<file path="src/rtl/sd_loader_pkg.sv">
// Shared definitions for the SD sector loader: FSM states, sector geometry
// and the block-address helper.
package sd_loader_pkg;

    localparam int unsigned SECTOR_BYTES = 512;
    localparam int unsigned BYTE_CNT_W   = $clog2(SECTOR_BYTES);

    typedef enum logic [2:0] {
        StIdle,
        StWaitRdy,
        StIssue,
        StRecv,
        StDrain,
        StNext,
        StDone,
        StErr
    } loader_state_e;

    // SDHC cards take a sector index; byte-addressed cards take sector * 512.
    function automatic logic [31:0] block_address(input logic [31:0] sector,
                                                  input logic        byte_addr);
        return byte_addr ? {sector[22:0], 9'd0} : sector;
    endfunction

endpackage

</file>
<file path="src/rtl/sd_loader_watchdog.sv">
// Per-sector watchdog: counts enabled cycles since the last clear and flags
// expiry once the limit is reached. Saturates so expiry stays asserted.
module sd_loader_watchdog #(
    parameter int unsigned TIMEOUT_CYC = 32'd16777216
) (
    input  logic clk,
    input  logic reset_n,
    input  logic clear,
    input  logic enable,
    output logic expired
);

    localparam int unsigned CNT_W = $clog2(TIMEOUT_CYC + 1);

    logic [CNT_W-1:0] count;

    // Cycle counter, cleared between sectors and held once expired
    always_ff @(posedge clk) begin
        if (!reset_n) begin
            count <= '0;
        end else if (clear) begin
            count <= '0;
        end else if (enable && !expired) begin
            count <= count + CNT_W'(1);
        end
    end

    assign expired = (count == CNT_W'(TIMEOUT_CYC));

endmodule

</file>
<file path="src/rtl/sd_sector_loader.sv">
// Copies a run of SD sectors into byte-wide memory. Each sector is requested
// from the SD controller, streamed through a one-byte buffer into memory and
// retried from its start address on an early end or a watchdog timeout.
module sd_sector_loader
    import sd_loader_pkg::*;
#(
    parameter int unsigned MEM_AW      = 24,
    parameter int unsigned BYTE_ADDR   = 0,
    parameter int unsigned MAX_RETRY   = 3,
    parameter int unsigned TIMEOUT_CYC = 32'd16777216
) (
    input  logic              clk,
    input  logic              reset_n,
    // Host
    input  logic              start,
    input  logic [31:0]       start_sector,
    input  logic [15:0]       num_sectors,
    input  logic [MEM_AW-1:0] mem_base,
    output logic              busy,
    output logic              done,
    output logic              error,
    output logic [15:0]       sectors_left,
    // SD controller
    output logic              sd_rd,
    output logic [31:0]       sd_address,
    input  logic              sd_ready,
    input  logic [7:0]        sd_dout,
    input  logic              sd_byte_available,
    // Memory
    output logic [MEM_AW-1:0] mem_addr,
    output logic [7:0]        mem_data,
    output logic              mem_we,
    input  logic              mem_ready
);

    localparam int unsigned RETRY_W = (MAX_RETRY > 0) ? $clog2(MAX_RETRY + 1) : 1;
    localparam logic [BYTE_CNT_W-1:0] LastByte = BYTE_CNT_W'(SECTOR_BYTES - 1);

    loader_state_e           state;
    logic [31:0]             sector;
    logic [MEM_AW-1:0]       sector_base;
    logic [BYTE_CNT_W-1:0]   byte_cnt;
    logic [RETRY_W-1:0]      retry;
    logic                    sd_rd_q;
    logic                    avail_prev;
    logic                    ready_prev;

    logic                    avail_rise;
    logic                    ready_rise;
    logic                    ready_fall;
    logic                    wd_enable;
    logic                    wd_clear;
    logic                    wd_expired;
    logic                    fail;

    sd_loader_watchdog #(
        .TIMEOUT_CYC (TIMEOUT_CYC)
    ) u_watchdog (
        .clk     (clk),
        .reset_n (reset_n),
        .clear   (wd_clear),
        .enable  (wd_enable),
        .expired (wd_expired)
    );

    // Previous-value registers for edge detection on controller handshakes
    always_ff @(posedge clk) begin
        if (!reset_n) begin
            avail_prev <= 1'b0;
            ready_prev <= 1'b0;
        end else begin
            avail_prev <= sd_byte_available;
            ready_prev <= sd_ready;
        end
    end

    // Edge decode, watchdog control and failure detection
    always_comb begin
        avail_rise = sd_byte_available && !avail_prev;
        ready_rise = sd_ready && !ready_prev;
        ready_fall = !sd_ready && ready_prev;
        wd_enable  = (state == StIssue) || (state == StRecv) || (state == StDrain);
        wd_clear   = !wd_enable || ((state == StIssue) && ready_fall);
        fail       = ((state == StRecv) && ready_rise) || (wd_enable && wd_expired);
    end

    // An idle controller treats a high sd_rd as a new read, so mask it
    // whenever the controller is ready outside the request phase.
    assign sd_rd = sd_rd_q &&
                   !(sd_ready && !((state == StWaitRdy) || (state == StIssue)));

    // Main sequencer with registered outputs
    always_ff @(posedge clk) begin
        if (!reset_n) begin
            state        <= StIdle;
            busy         <= 1'b0;
            done         <= 1'b0;
            error        <= 1'b0;
            sectors_left <= '0;
            sd_rd_q      <= 1'b0;
            sd_address   <= '0;
            mem_addr     <= '0;
            mem_data     <= '0;
            mem_we       <= 1'b0;
            sector       <= '0;
            sector_base  <= '0;
            byte_cnt     <= '0;
            retry        <= '0;
        end else begin
            done <= 1'b0;
            if (fail) begin
                // Abandon the sector and rewind so the retry rewrites it whole
                sd_rd_q  <= 1'b0;
                mem_we   <= 1'b0;
                mem_addr <= sector_base;
                if (retry == RETRY_W'(MAX_RETRY)) begin
                    state <= StErr;
                end else begin
                    retry <= retry + RETRY_W'(1);
                    state <= StWaitRdy;
                end
            end else begin
                unique case (state)
                    StIdle: begin
                        if (start) begin
                            error <= 1'b0;
                            if (num_sectors != 16'd0) begin
                                sector       <= start_sector;
                                sectors_left <= num_sectors;
                                mem_addr     <= mem_base;
                                sector_base  <= mem_base;
                                retry        <= '0;
                                busy         <= 1'b1;
                                state        <= StWaitRdy;
                            end else begin
                                done <= 1'b1;
                            end
                        end
                    end
                    StWaitRdy: begin
                        if (sd_ready) begin
                            sd_address <= block_address(sector, BYTE_ADDR != 0);
                            sd_rd_q    <= 1'b1;
                            state      <= StIssue;
                        end
                    end
                    StIssue: begin
                        if (ready_fall) begin
                            byte_cnt <= '0;
                            state    <= StRecv;
                        end
                    end
                    StRecv: begin
                        if (mem_we) begin
                            // Buffer full: controller is paused until the write lands
                            if (mem_ready) begin
                                mem_we   <= 1'b0;
                                mem_addr <= mem_addr + MEM_AW'(1);
                                byte_cnt <= byte_cnt + BYTE_CNT_W'(1);
                                sd_rd_q  <= 1'b1;
                                if (byte_cnt == LastByte) begin
                                    state <= StDrain;
                                end
                            end
                        end else if (avail_rise) begin
                            mem_data <= sd_dout;
                            mem_we   <= 1'b1;
                            sd_rd_q  <= 1'b0;
                        end
                    end
                    StDrain: begin
                        if (!sd_byte_available) begin
                            sd_rd_q <= 1'b0;
                            if (sd_ready) begin
                                state <= StNext;
                            end
                        end
                    end
                    StNext: begin
                        sectors_left <= sectors_left - 16'd1;
                        sector       <= sector + 32'd1;
                        sector_base  <= mem_addr;
                        retry        <= '0;
                        state        <= (sectors_left == 16'd1) ? StDone : StWaitRdy;
                    end
                    StDone: begin
                        done  <= 1'b1;
                        busy  <= 1'b0;
                        state <= StIdle;
                    end
                    StErr: begin
                        error   <= 1'b1;
                        busy    <= 1'b0;
                        sd_rd_q <= 1'b0;
                        state   <= StIdle;
                    end
                    default: state <= StIdle;
                endcase
            end
        end
    end

endmodule

</file>
<file path="config.mk">
export PLATFORM = sky130hd
export DESIGN_NAME = sd_sector_loader
export DESIGN_NICKNAME = d
export VERILOG_FILES = /design/src/rtl/sd_loader_pkg.sv /design/src/rtl/sd_loader_watchdog.sv /design/src/rtl/sd_sector_loader.sv
export SDC_FILE = /design/constraint.sdc
export NUM_CORES = 1
export LEC_CHECK = 0
export BUFFER_PORTS_ARGS = -buffer_cell sky130_fd_sc_hd__buf_2
export CAP_MARGIN = 20
export CORE_MARGIN = 2
export CORE_UTILIZATION = 42
export DETAILED_ROUTE_END_ITERATION = 8
export PLACE_DENSITY = 0.62
export REMOVE_ABC_BUFFERS = 1
export SLEW_MARGIN = 20
export SYNTH_ARGS = -nofsm -noshare
export SYNTH_HDL_FRONTEND = slang
export SYNTH_SLANG_ARGS = --single-unit
</file>
<file path="constraint.sdc">
create_clock -name clk -period 2.56 [get_ports clk]
set_input_delay 0.256 -clock clk [delete_from_list [all_inputs] [get_ports clk]]
set_output_delay 0.256 -clock clk [all_outputs]
set_load 0.1 [all_outputs]
</file>
---- Yosys cells after proc, flatten, opt, wreduce, memory -nomap -nowiden ----
Index checks and enable logic that the tools add are counted.
operators by class
  bitwise gates (word level) .............. 3
  eq/ne operators ......................... 30
  add/sub/neg operators ................... 6
  mux-type cells .......................... 52
  reduce and logical (&&, ||, !) cells .... 43
operators by type and width
  operator                 number
  $mux W24                 5
  $pmux W24 S2             2
  $mux W32                 2
  $pmux W32 S2             1
  $mux W3                  12
  $add A32 B1 Y32 const B  1
  $mux W16                 2
  $pmux W16 S2             1
  $ne A3 B3 Y1 const B     10
  $mux W9                  3
  $add A25 B1 Y25 const B  1
  $eq A25 B25 Y1 const B   1
  $add A24 B1 Y24 const B  1
  $pmux W3 S7              1
  $pmux W9 S2              1
  $eq A16 B1 Y1 const B    1
  $ne A2 B2 Y1 const B     8
  $reduce_and A4 Y1        4
  $reduce_bool A16 Y1      1
  $sub A16 B1 Y16 const B  1
  $reduce_and A5 Y1        3
  $mux W1                  13
  $eq A3 B3 Y1 const B     4
  $add A9 B1 Y9 const B    1
  other kinds (21)         54
storage, ports and cells
  input port bits ......................... 86
  register bits after elaboration ......... 182

---- Depth between registers and ports, before layout ----
Gate-level depths: netlist of the first run.
  depth after elaboration ................. 7
  gate-level depth with buffers ........... 9
  mapped depth without buffers ............ 8

---- By module ----
Synthesis of the first run repeated with hierarchy kept, for this count alone.
unflattened totals
  cells, all modules ...................... 1184
  area, all modules ....................... 9454.1 µm²
by module, submodules not included
  module              seq. area each (µm²)  instances  area each (µm²)  cells an instance
  sd_sector_loader    3143.0                1          8195.4           1036
  sd_loader_watchdog  500.5                 1          1258.7           148

---- Worst setup path after synthesis of the first run ----
No wires, ideal clock.
  kind .................................... reg-to-reg
  start ................................... register mem_addr[1]
  end ..................................... register mem_addr[20]
  cell stages (with the launch flop) ...... 7
  path buffers ............................ 0
  arrival time ............................ 2780 ps
  setup time .............................. 71 ps
  path slack .............................. -291 ps
  clock period less this slack ............ 2851 ps
  required time ........................... 2489 ps
  path through ............................ dfxtp_1 > ha_1 > nand3_1 > nor4_4 > a311oi_1 > or4_1 > a21oi_1
on the way
  cells in the longest elaborated chain, start to end .. 5
RTL lines
  item                    RTL line                 source
  from (decl)             sd_sector_loader.sv:30   output logic [MEM_AW-1:0] mem_addr,
  from (signal assigned)  sd_sector_loader.sv:115  mem_addr <= sector_base;
  from (signal assigned)  sd_sector_loader.sv:130  mem_addr <= mem_base;
  from (signal assigned)  sd_sector_loader.sv:158  mem_addr <= mem_addr + MEM_AW'(1);
  $add A24 B1 Y24         sd_sector_loader.sv:158
  $mux W24                sd_sector_loader.sv:156  if (mem_ready) begin
  $mux W24                sd_sector_loader.sv:154  if (mem_we) begin
  $pmux W24 S2            sd_sector_loader.sv:123  unique case (state)
  $mux W24                sd_sector_loader.sv:111  if (fail) begin
Every way passes these cells. The select of a mux whose other input is x is not followed.
A chain may end at the register's enable or synchronous reset.

---- Final worst setup path of the first run ----
  start ................................... register state[1]
  end ..................................... output sd_rd
on the way
  cells in the longest elaborated chain, start to end .. 6
  elaborated cells between the ends (all ways) .. 7
RTL lines
  item                                          RTL line                 source
  from (decl)                                   sd_sector_loader.sv:39   loader_state_e state;
  from (signal assigned)                        sd_sector_loader.sv:95   state <= StIdle;
  from (signal assigned)                        sd_sector_loader.sv:117  state <= StErr;
  from (signal assigned)                        sd_sector_loader.sv:120  state <= StWaitRdy;
  $eq A3 B1 Y1 or $eq A3 B2 Y1 (tied branches)  sd_sector_loader.sv:90   !(sd_ready && !((state == StWaitRdy) || (state == StIssue)));
  $logic_or A1 B1 Y1 *                          sd_sector_loader.sv:90
  $logic_not A1 Y1 *                            sd_sector_loader.sv:90
  $logic_and A1 B1 Y1 *                         sd_sector_loader.sv:90
  $logic_not A1 Y1 *                            sd_sector_loader.sv:90
  $logic_and A1 B1 Y1 *                         sd_sector_loader.sv:89   assign sd_rd = sd_rd_q &&
  to (decl)                                     sd_sector_loader.sv:24   output logic sd_rd,
Every way passes the cells marked *; elsewhere a longest branch is shown, timed or not.

==> results of run 1 <==
==> final cells by class <==
cell class                 instances  area [um^2]  share of cell area
timing repair buffer             223         1300               0.114
clock inverter                    15          161              0.0142
sequential                       182         3640               0.320
multi-input combinational        920         5420               0.476
inverter                          21         81.3             0.00715
clock buffer                      17          425              0.0374
tap                              280          350              0.0308
==> cell families (layout without fill, tap and decap cells) <==
family	count (synthesis)	count (layout)	synth area share
AND/OR/NAND/NOR	495	495	0.270
AO/OA/AOI/OAI	385	385	0.257
flip-flops	182	182	0.385
buffers and inverters	108	276	0.0461
XOR/XNOR	17	17	0.0157
multiplexers	14	14	0.0149
adder cells (fa/ha/maj)	9	9	0.0119
==> power groups by stage <==
stage / combinational, uW / clock [uW] / sequential [uW]
5_1_grt: 5190 / 2820 / 3910
6_report: 4870 / 2660 / 3830
2_1_floorplan: 1820 / 0 / 5390
3_3_place_gp: 4820 / 0 / 3880
4_1_cts: 4850 / 2710 / 3820
3_5_place_dp: 4840 / 0 / 3880
==> final timing paths <==
check	start	to	slack, ps	cells after the start
max reg2reg	state[1]$_SDFFE_PN0P_	mem_addr[16]$_SDFFE_PN0P_	210	5
min reg2reg	busy$_SDFFE_PN0P_	busy$_SDFFE_PN0P_	470	2
max	state[1]$_SDFFE_PN0P_	sd_rd	200	5
min	sd_dout[4]	mem_data[4]$_SDFFE_PN0P_	60	3
==> registers in the layout, indices dropped and copies added, names as in the netlist, 2 cells and up <==
signal	count
u_watchdog.count	25
sd_address	32
sectors_left	16
mem_addr	24
mem_data	8
sector	32
retry	2
state	3
sector_base	24
byte_cnt	9
==> cells in the final DEF, fill, tap and decap left out, types with 4 or more instances in the layout <==
cell       synthesis  routed
dfxtp_1          182     181
buf_2             13     170
a21oi_1          141     141
nand2_1          116     115
nor2_1           114     114
o21ai_0           93      93
nand3_1           70      70
buf_4              0      49
a311oi_1          29      29
nor3_1            29      28
nand4_1           26      26
nor4_1            22      22
or3_1             22      22
or4_1             21      21
inv_1             21      20
a31oi_1           19      18
clkbuf_16          0      17
o211ai_1          16      16
and4_1            14      14
mux2i_1           13      13
and3_1            12      12
a211oi_1          11      11
a211o_1           11      11
xnor2_1           10      10
and2_1            11      10
ha_1               9       9
nand2b_1           8       8
o2111ai_1          8       8
xor2_1             7       7
o31ai_1            7       7
inv_6              0       7
nand3b_1           6       6
o311ai_0           6       6
a32oi_1            5       5
a22oi_1            4       4
a2bb2oi_1          4       4
buf_12             0       4
==> per-layer routing <==
layer  vias to the layer above  routed length, um  GRT usage
met3                        33               1690     0.0499
met4                         0                484     0.0685
li1                       4847                  -          -
met2                       296              13300      0.379
met5                         -                  0          0
met1                      4679              13300      0.324
==> metrics by stage <==
| stage | cells | util | setup slack (ps) | cell area [um^2] |
|---|---|---|---|---|
| detailed placement | 1625 | 0.491 | 149 | 10800 |
| floorplan | 1123 | - | -1070 | 9120 |
| finish | 1658 | 0.518 | 201 | 11400 |
| CTS | 1657 | 0.517 | 134 | 11400 |
| global route | 1658 | 0.518 | 68.5 | 11400 |
| global placement | 1625 | 0.491 | 188 | 10800 |
==> worst register-to-register path, delay by kind of cell, from the launching register on <==
kind / cells / cell delay, ps
AOI/OAI and AO/OA: 3 / 780
and+or+nand+nor: 2 / 1060
DFF: 1 / 450
==> timing repair <==
item | CTS | global route
setup endpoints to repair | 0 | 6
resized for setup | 0 | 2
hold buffers | 0 | 0
buffers inserted | 0 | 1
==> results.md, run 1 <==
- Outcome: finished clean
- Startpoint types: flop
- Number of synthesized flops with an enable pin: 0
- Largest net degree at the start of global routing: 112
- Clk sinks: 182
- Max IR drop VDD: 0.000590 V
- CTS Buffer Depth: 2
- Routed Antenna Nets: 0
- Vias: 9,855
- Slowest CP cell: dfxtp_1
- Slew Limit Fails: 0
- Top post-synthesis cells by count: dfxtp_1 (182), a21oi_1 (141), nand2_1 (116), nor2_1 (114), o21ai_0 (93)
- Final WL: 28,800 um
- Site Rows: 54
- Family with the most delay on the worst path: buffers and inverters
- DPL Wire Length: 19,100 um
- Htree depth: 4
- Tightest Hold Check Type: in -> reg
- Ys Warns: 0
- Max-Cap Viols: 0
- CP max FO: 15
- Final #Nets: 1,460
- GPL Wtd Cong: 0.854
- WL/cell: 17.3 um
- Net Sw Power: 5430 uW
- Final count of hold timing violations: 0
- CP required: 2300 ps
- Worst Path Buf+Inv: 2
- Leading cell type by number of instances after synthesis: dfxtp_1
- Seq cells post-synth: 182
- Leakage: 0.00438 uW
- Synth Area per Inst: 7.83 um^2
- First-pass GRT wire length: 46,600 um
- Diodes inserted: 0
- Combinational share of power: 0.428
- CTS buffer count: 17
- PwrDens: 999 nW/um^2
- CTS tree: yes
- Fin crit share: 0.921
- Min cycle time layout: 2360 ps
- DRC: 0
- WP data arrival: 2100 ps
- Via density: 5.94
- Final Hold Slack: 56.6 ps
- Initial antenna violation count: 0
- Drt first pass iters: 5
- # fillers: 2,135
- Cell Int Power: 5930 uW
- Sequential share of power: 0.337
- Clock Power Share: 0.234
- Synth Flop Type: dfxtp_1
- Ys async rst share: 0
- Register area share after synthesis: 0.385
- CTS root buffer: clkbuf_16
- Largest cells by area after synthesis: dfxtp_1 (38%), a21oi_1 (7.4%), o21ai_0 (4.9%), nand2_1 (4.6%), nor2_1 (4.5%)
- Die area: 23,800 um^2
- Worst Tran Pin Value: 778 ps
- Net Sw Frac: 0.478
- Max incr delay on CP: 610 ps
- Synth Instances: 1,210
- Number of DRC markers in iteration 0: 729
- Syn Std Cell Area: 9470 um^2
- Finish-stage setup viols: 0
- Clk pin slew, worst setup/hold paths: 70 ps
- Peak Freq: 424 MHz
- Share of layout cells above drive strength 1: 0.199
- Congestion Overflow GR: 0
- Synth cell types: 65
- Area grow syn2layout: 20.1%
- WS Path Type: reg -> out
- Post-synth top area cell: dfxtp_1
- Clk_skew: 11.4 ps
- Crit path cell chain: buf_4 > xnor2_1 > o21ai_0 > and2_1 > buf_2
- Overall routing resource usage: 0.237
- Worst-Skew Late Latency: 430 ps
- Initial Util: 0.431
- CP Capture Type: output port
- Die Width: 154 um
- Setup TNS: 0 ps
- IO buf count: 170
- Die height: 154 um
- Total power: 11,400 uW
- Vias in the first global route: 9,090
- # IOs: 171
- Synth top area share: 0.385
- RSZ-0062 raised after global routing: no
- Core Area: 22,000 um^2
- Relative slew slack: 0.481
Power figures use the tool's default switching activity.
==> run 2, diff against run 1 <==
- MAX_ROUTING_LAYER: default -> met4
==> run 2 against run 1 <==
Compared with the run above: wire length decreased by 0.14%; cell area about the same; power about the same; maximum frequency decreased by 0.51%; combinational power about the same; critical endpoint unchanged; sequential cell count unchanged; core utilization about the same; sequential share of layout area about the same.
==> results.md, run 2 (synthesized netlist as in run 1, its figures left out) <==
- Outcome: finished clean (unchanged)
- PnR worst setup slack: 189 ps (was 201 ps)
- Net Sw Frac: 0.478 (about the same)
- Final WL: 28,700 um (was 28,800 um)
- CTS Hold Bufs: 0 (unchanged)
- Vias in the first global route: 9,097 (was 9,090)
- Leakage: 0.00438 uW (unchanged)
- IO buf count: 170 (unchanged)
- Clk_skew: 10.6 ps (was 11.4 ps)
- Initial antenna violation count: 0 (unchanged)
- Tightest Hold Check Type: in -> reg (unchanged)
- Max IR drop VDD: 0.000591 V (was 0.000590 V)
- PwrDens: 998 nW/um^2 (was 999 nW/um^2)
- Max incr delay on CP: 620 ps (was 610 ps)
- CP Capture Type: output port (unchanged)
- Min cycle time layout: 2370 ps (was 2360 ps)
- Top Registers: sd_address x32, sector x32, u_watchdog.count x25 (unchanged)
- WP data arrival: 2120 ps (was 2100 ps)
- Drt first pass iters: 5 (unchanged)
- GPL Wtd Cong: 0.871 (was 0.854)
- CTS root buffer: clkbuf_16 (unchanged)
- Startpoint types: flop (unchanged)
- Clk pin slew, worst setup/hold paths: 70 ps (about the same)
- Max-Cap Viols: 0 (unchanged)
- Dpl cell area: 10,800 um^2 (unchanged)
- # fillers: 2,134 (was 2,135)
- Clk sinks: 182 (unchanged)
- Relative slew slack: 0.492 (was 0.481)
- Routed Antenna Nets: 0 (unchanged)
- Core Area: 22,000 um^2 (unchanged)
- Crit path cell chain: buf_4 > xnor2_1 > o21ai_0 > and2_1 > buf_2 (unchanged)
- Site Rows: 54 (unchanged)
- WL/cell: 17.3 um (about the same)
- CTS Buffer Depth: 2 (unchanged)
- Hold depth: 3 (unchanged)
- Largest net degree at the start of global routing: 112 (unchanged)
- CTS buffer count: 17 (unchanged)
- CTS tree: yes (unchanged)
- CP required: 2300 ps (about the same)
- Area grow syn2layout: 20.1% (about the same)
- Die height: 154 um (unchanged)
- Sequential share of power: 0.337 (about the same)
- Commonest non-fill, non-tap cells in the layout: dfxtp_1 (181), buf_2 (170), a21oi_1 (141) (unchanged)
- Worst Tran Pin Value: 762 ps (was 778 ps)
- Path depth of the worst reg2reg path: 5 (unchanged)
- Slew Limit Fails: 0 (unchanged)
- Combinational share of power: 0.428 (about the same)
- Htree depth: 4 (unchanged)
- DRC: 0 (unchanged)
- Place WS: 149 ps (unchanged)
- Peak Freq: 422 MHz (was 424 MHz)
- Utilization after layout: 0.518 (about the same)
- Slowest CP cell: dfxtp_1 (unchanged)
- Finish-stage setup viols: 0 (unchanged)
- Worst-Skew Late Latency: 440 ps (was 430 ps)
- Leading cell type in the layout, fill and taps excluded: dfxtp_1 (unchanged)
- Congestion Overflow GR: 0 (unchanged)
- Fin crit share: 0.926 (was 0.921)
- Vias: 9,873 (was 9,855)
- Die area: 23,800 um^2 (unchanged)
- Net Sw Power: 5430 uW (about the same)
- Overall routing resource usage: 0.244 (was 0.237)
- Final Instance Area: 11,400 um^2 (about the same)
- Cell Int Power: 5930 uW (about the same)
- Number of DRC markers in iteration 0: 723 (was 729)
- Clock Power Share: 0.235 (was 0.234)
- Die Width: 154 um (unchanged)
- DPL Wire Length: 19,100 um (unchanged)
- WS Path Type: reg -> out (unchanged)
- Final #Nets: 1,460 (unchanged)
- RSZ-0062 raised after global routing: no (unchanged)
- Via density: 5.95 (was 5.94)
- # IOs: 171 (unchanged)
- Share of layout cells above drive strength 1: 0.199 (unchanged)
- Final count of hold timing violations: 0 (unchanged)
- CP max FO: 15 (unchanged)
- First-pass GRT wire length: 46,600 um (about the same)
- Initial Util: 0.431 (unchanged)
==> run 2: changes by cell type in the layout (fill, tap and decap cells not counted), sizes merged <==
cell,previous run,this run
diode,0,1
==> run 2: through the flow <==
step	hold WS [ps]	instances	setup TNS, ps	power [uW]
after floorplan	378	1123	-44340	7210
after global routing	54.7	1658	0	11900
after detailed placement	454	1625	0	8710
after global placement	448	1625	0	8690
after CTS	40.3	1657	0	11400
final	52.7	1659	0	11400
==> run 2: power by group through the flow <==
stage	logic [uW]	clock network (uW)	registers [uW]
2_1_floorplan	1820	0	5390
3_3_place_gp	4820	0	3880
3_5_place_dp	4840	0	3880
4_1_cts	4850	2710	3820
5_1_grt	5190	2820	3910
6_report	4870	2670	3830
==> run 2: worst max-delay path, delay by kind of cell, from the launching register on <==
family / cells / cell delay (ps)
and+or+nand+nor: 1 / 190
xor gates and xnor gates: 1 / 70
buffers and inverters: 2 / 670
DFF: 1 / 620
AOI/OAI and AO/OA: 1 / 130
==> run 2: what timing repair did <==
action                                  CTS  global route
resized for setup                         0             2
endpoints found under the setup margin    0             6
buffers inserted                          0             1
==> run 2: layer usage <==
metal / wire [um] / up-vias / GRT usage
met1: 13500 / 4678 / 0.325
li1: - / 4846 / -
met4: 473 / 0 / 0.0681
met2: 13100 / 316 / 0.379
met3: 1690 / 33 / 0.0468
met5: 0 / - / -
==> run 2: area by class of cell <==
type	instances	area (um^2)	share of cell area
clock inverter	15	161	0.0142
antenna	1	2.50	0.000220
inverter	21	81.3	0.00715
timing repair buffer	223	1300	0.114
clock buffer	17	425	0.0374
multi-input combinational	920	5420	0.476
sequential	182	3640	0.320
tap	280	350	0.0308
==> run 2: final timing paths <==
check | startpoint | to | slack, ps
worst max-delay path | state[1]$_SDFFE_PN0P_ | sd_rd | 190
worst min-delay path | sd_dout[4] | mem_data[4]$_SDFFE_PN0P_ | 50
worst max register to register | state[1]$_SDFFE_PN0P_ | mem_addr[16]$_SDFFE_PN0P_ | 200
worst min register to register | busy$_SDFFE_PN0P_ | busy$_SDFFE_PN0P_ | 470
==> run 3, diff against run 2 <==
- ABC_AREA: default -> 1
- PLACE_DENSITY: 0.62 -> 0.61
==> run 3 against run 2 <==
Compared with the run above: cell count grew 36%; cell area grew 11%; first-iteration DRC count grew 1.4%; synthesized area grew 16%; sequential power grew 21%; clock skew grew 1.7 ps; setup slack lost 45 ps; die area grew 15%; global-route usage shrank 0.70 points; wire length grew 12%; via count grew 16%; sequential share of layout area shrank 3.1 points; critical path type unchanged.
==> results.md, run 3 <==
- Final #Nets: 2,007 (was 1,460)
- Area grow syn2layout: 14.7% (was 20.1%)
- Seq cells post-synth: 182 (unchanged)
- CTS Buffer Depth: 2 (unchanged)
- DPL Wire Length: 22,400 um (was 19,100 um)
- Register area share after synthesis: 0.332 (was 0.385)
- Peak Freq: 414 MHz (was 422 MHz)
- Synth cell types: 46 (was 65)
- Htree depth: 4 (unchanged)
- Syn Std Cell Area: 11,000 um^2 (was 9470 um^2)
- Utilization after layout: 0.487 (was 0.518)
- Vias in the first global route: 10,636 (was 9,097)
- Clk sinks: 182 (unchanged)
- Fin crit share: 0.944 (was 0.926)
- # fillers: 2,775 (was 2,134)
- Initial antenna violation count: 0 (unchanged)
- Share of layout cells above drive strength 1: 0.145 (was 0.199)
- Die area: 27,400 um^2 (was 23,800 um^2)
- Die Width: 166 um (was 154 um)
- Congestion Overflow GR: 0 (unchanged)
- GPL Wtd Cong: 0.930 (was 0.871)
- CTS root buffer: clkbuf_16 (unchanged)
- Clk_skew: 12.3 ps (was 10.6 ps)
- Top post-synthesis cells by count: nand2_1 (508), nor2_1 (295), dfxtp_1 (182), o21ai_0 (155), inv_1 (142) (was dfxtp_1 (182), a21oi_1 (141), nand2_1 (116), nor2_1 (114), o21ai_0 (93))
- Max-Cap Viols: 0 (unchanged)
- IO buf count: 170 (unchanged)
- Max IR drop VDD: 0.00116 V (was 0.000591 V)
- Worst-Skew Late Latency: 440 ps (about the same)
- Min cycle time layout: 2420 ps (was 2370 ps)
- Top Registers: sd_address x32, sector x32, u_watchdog.count x25 (unchanged)
- Synth Area per Inst: 6.16 um^2 (was 7.83 um^2)
- Drt first pass iters: 5 (unchanged)
- Synth Flop Type: dfxtp_1 (unchanged)
- CP Capture Type: output port (unchanged)
- Clk pin slew, worst setup/hold paths: 70 ps (about the same)
- Core Area: 25,800 um^2 (was 22,000 um^2)
- Synth Instances: 1,782 (was 1,210)
- Initial Util: 0.425 (was 0.431)
- Largest net degree at the start of global routing: 103 (was 112)
- Via density: 5.08 (was 5.95)
- Relative slew slack: 0.266 (was 0.492)
- Finish-stage setup viols: 0 (unchanged)
- Outcome: finished clean (unchanged)
- Largest cells by area after synthesis: dfxtp_1 (33%), nand2_1 (17%), nor2_1 (10%), o21ai_0 (7.1%), a21oi_1 (5.8%) (was dfxtp_1 (38%), a21oi_1 (7.4%), o21ai_0 (4.9%), nand2_1 (4.6%), nor2_1 (4.5%))
- WL/cell: 14.2 um (was 17.3 um)
- Worst Tran Pin Value: 1100 ps (was 762 ps)
- Post-synth top area cell: dfxtp_1 (unchanged)
- Startpoint types: flop (unchanged)
- FF-to-FF setup slack: 310 ps (was 200 ps)
- Total power: 15,500 uW (was 11,400 uW)
- CTS buffer count: 17 (unchanged)
- Post-CTS resize count: 0 (unchanged)
- CTS tree: yes (unchanged)
- Number of DRC markers in iteration 0: 733 (was 723)
- Diodes inserted: 0 (was 1)
- Vias: 11,487 (was 9,873)
- First-pass GRT wire length: 52,600 um (was 46,600 um)
- Routed Antenna Nets: 0 (unchanged)
- # IOs: 171 (unchanged)
- Final count of hold timing violations: 0 (unchanged)
- Leading cell type by number of instances after synthesis: nand2_1 (was dfxtp_1)
- WP data arrival: 2160 ps (was 2120 ps)
- Final WL: 32,200 um (was 28,700 um)
- WS Path Type: reg -> out (unchanged)
- Tightest Hold Check Type: in -> reg (unchanged)
- CTS Hold Bufs: 0 (unchanged)
- RSZ-0062 raised after global routing: no (unchanged)
- Commonest non-fill, non-tap cells in the layout: nand2_1 (508), nor2_1 (295), dfxtp_1 (182) (was dfxtp_1 (181), buf_2 (170), a21oi_1 (141))
- Overall routing resource usage: 0.237 (was 0.244)
- Die height: 166 um (was 154 um)
- Sequential cell area: 3640 um^2 (about the same)
- CP max FO: 7 (was 15)
- Area occupied by multi-input gates: 6340 um^2 (was 5420 um^2)
- Ys async rst share: 0 (unchanged)
- DRC: 0 (unchanged)
- Ys Warns: 0 (unchanged)
- Synth top area share: 0.332 (was 0.385)
- Postcts setup bufs: 0 (unchanged)
- Site Rows: 59 (was 54)
- Slew Limit Fails: 0 (unchanged)
- Leakage: 0.00561 uW (was 0.00438 uW)
- PwrDens: 1230 nW/um^2 (was 998 nW/um^2)
- Number of synthesized flops with an enable pin: 0 (unchanged)
- CP required: 2300 ps (about the same)
- Leading cell type in the layout, fill and taps excluded: nand2_1 (was dfxtp_1)
==> run 3: cell count changes after synthesis, sizes merged, moves of 16 or more <==
cell	previous run	this run
or3	22	0
a31oi	19	3
o211ai	16	0
nor4	26	1
inv	21	152
o21ai	94	177
a311oi	29	0
nand2	116	516
or4	21	0
nor2	114	306
buf	17	45
clkbuf	70	35
nand3	71	127
==> run 3: area by class of cell <==
class                      count  share of cell area
sequential                   182               0.289
clock buffer                  19              0.0352
timing repair buffer         191              0.0835
inverter                     152              0.0460
tap                          335              0.0333
clock inverter                13             0.00875
multi-input combinational   1368               0.504
==> run 3: worst max-delay path: stages (launching register included) <==
cell and delay (ps):
dfxtp_1 610, nand2_2 140, nor2_1 190, inv_1 150
nand2_1 80, o21ai_0 80, inv_1 130, clkbuf_4 350
==> run 3: metal layers <==
layer  share of wire  track usage  up-vias
met1            0.48        0.310     5158
met5               0            -        -
li1                -            -     5974
met2            0.45        0.383      312
met3           0.047       0.0342       43
met4           0.019       0.0643        0
==> run 3: stage by stage <==
step                cells  hold WS [ps]  setup WS [ps]  instance area, um^2  setup TNS (ps)
floorplan            1702           349           -967                10600          -51030
global placement     2228           439            382                12000               0
detailed placement   2228           444            318                12000               0
CTS                  2260          22.4           60.5                12600               0
global route         2260          30.3           10.4                12600               0
finish               2260          38.6            144                12600               0
==> run 3: worst paths after layout <==
kind / from / endpoint / cells after the start
setup reg to reg: state[0]$_SDFFE_PN0P_ / sector[9]$_SDFFE_PN0P_ / 9
hold reg to reg: sector_base[13]$_SDFFE_PN0P_ / sector_base[13]$_SDFFE_PN0P_ / 2
hold / removal: sd_dout[4] / mem_data[4]$_SDFFE_PN0P_ / 3
setup / recovery: state[0]$_SDFFE_PN0P_ / sd_rd / 7
==> run 3: cells by family (layout without fill, tap and decap cells) <==
kind of cell | count (synthesis) | in the layout | synth area share
and+or+nand+nor | 1001 | 1001 | 0.386
AOI/OAI and AO/OA | 327 | 327 | 0.157
buffers and inverters | 232 | 375 | 0.0901
DFF | 182 | 182 | 0.332
xor gates and xnor gates | 27 | 27 | 0.0215
adders and majority gates | 9 | 9 | 0.0103
muxes | 4 | 4 | 0.00365
==> run 3: report_power, final <==
part	leakage, uW	internal (uW)	switching (uW)	total (uW)
logic	0.00384	1800	6510	8310
clock network	0.000274	1300	1250	2560
registers	0.00149	3700	942	4640
total	0.00561	6800	8710	15500
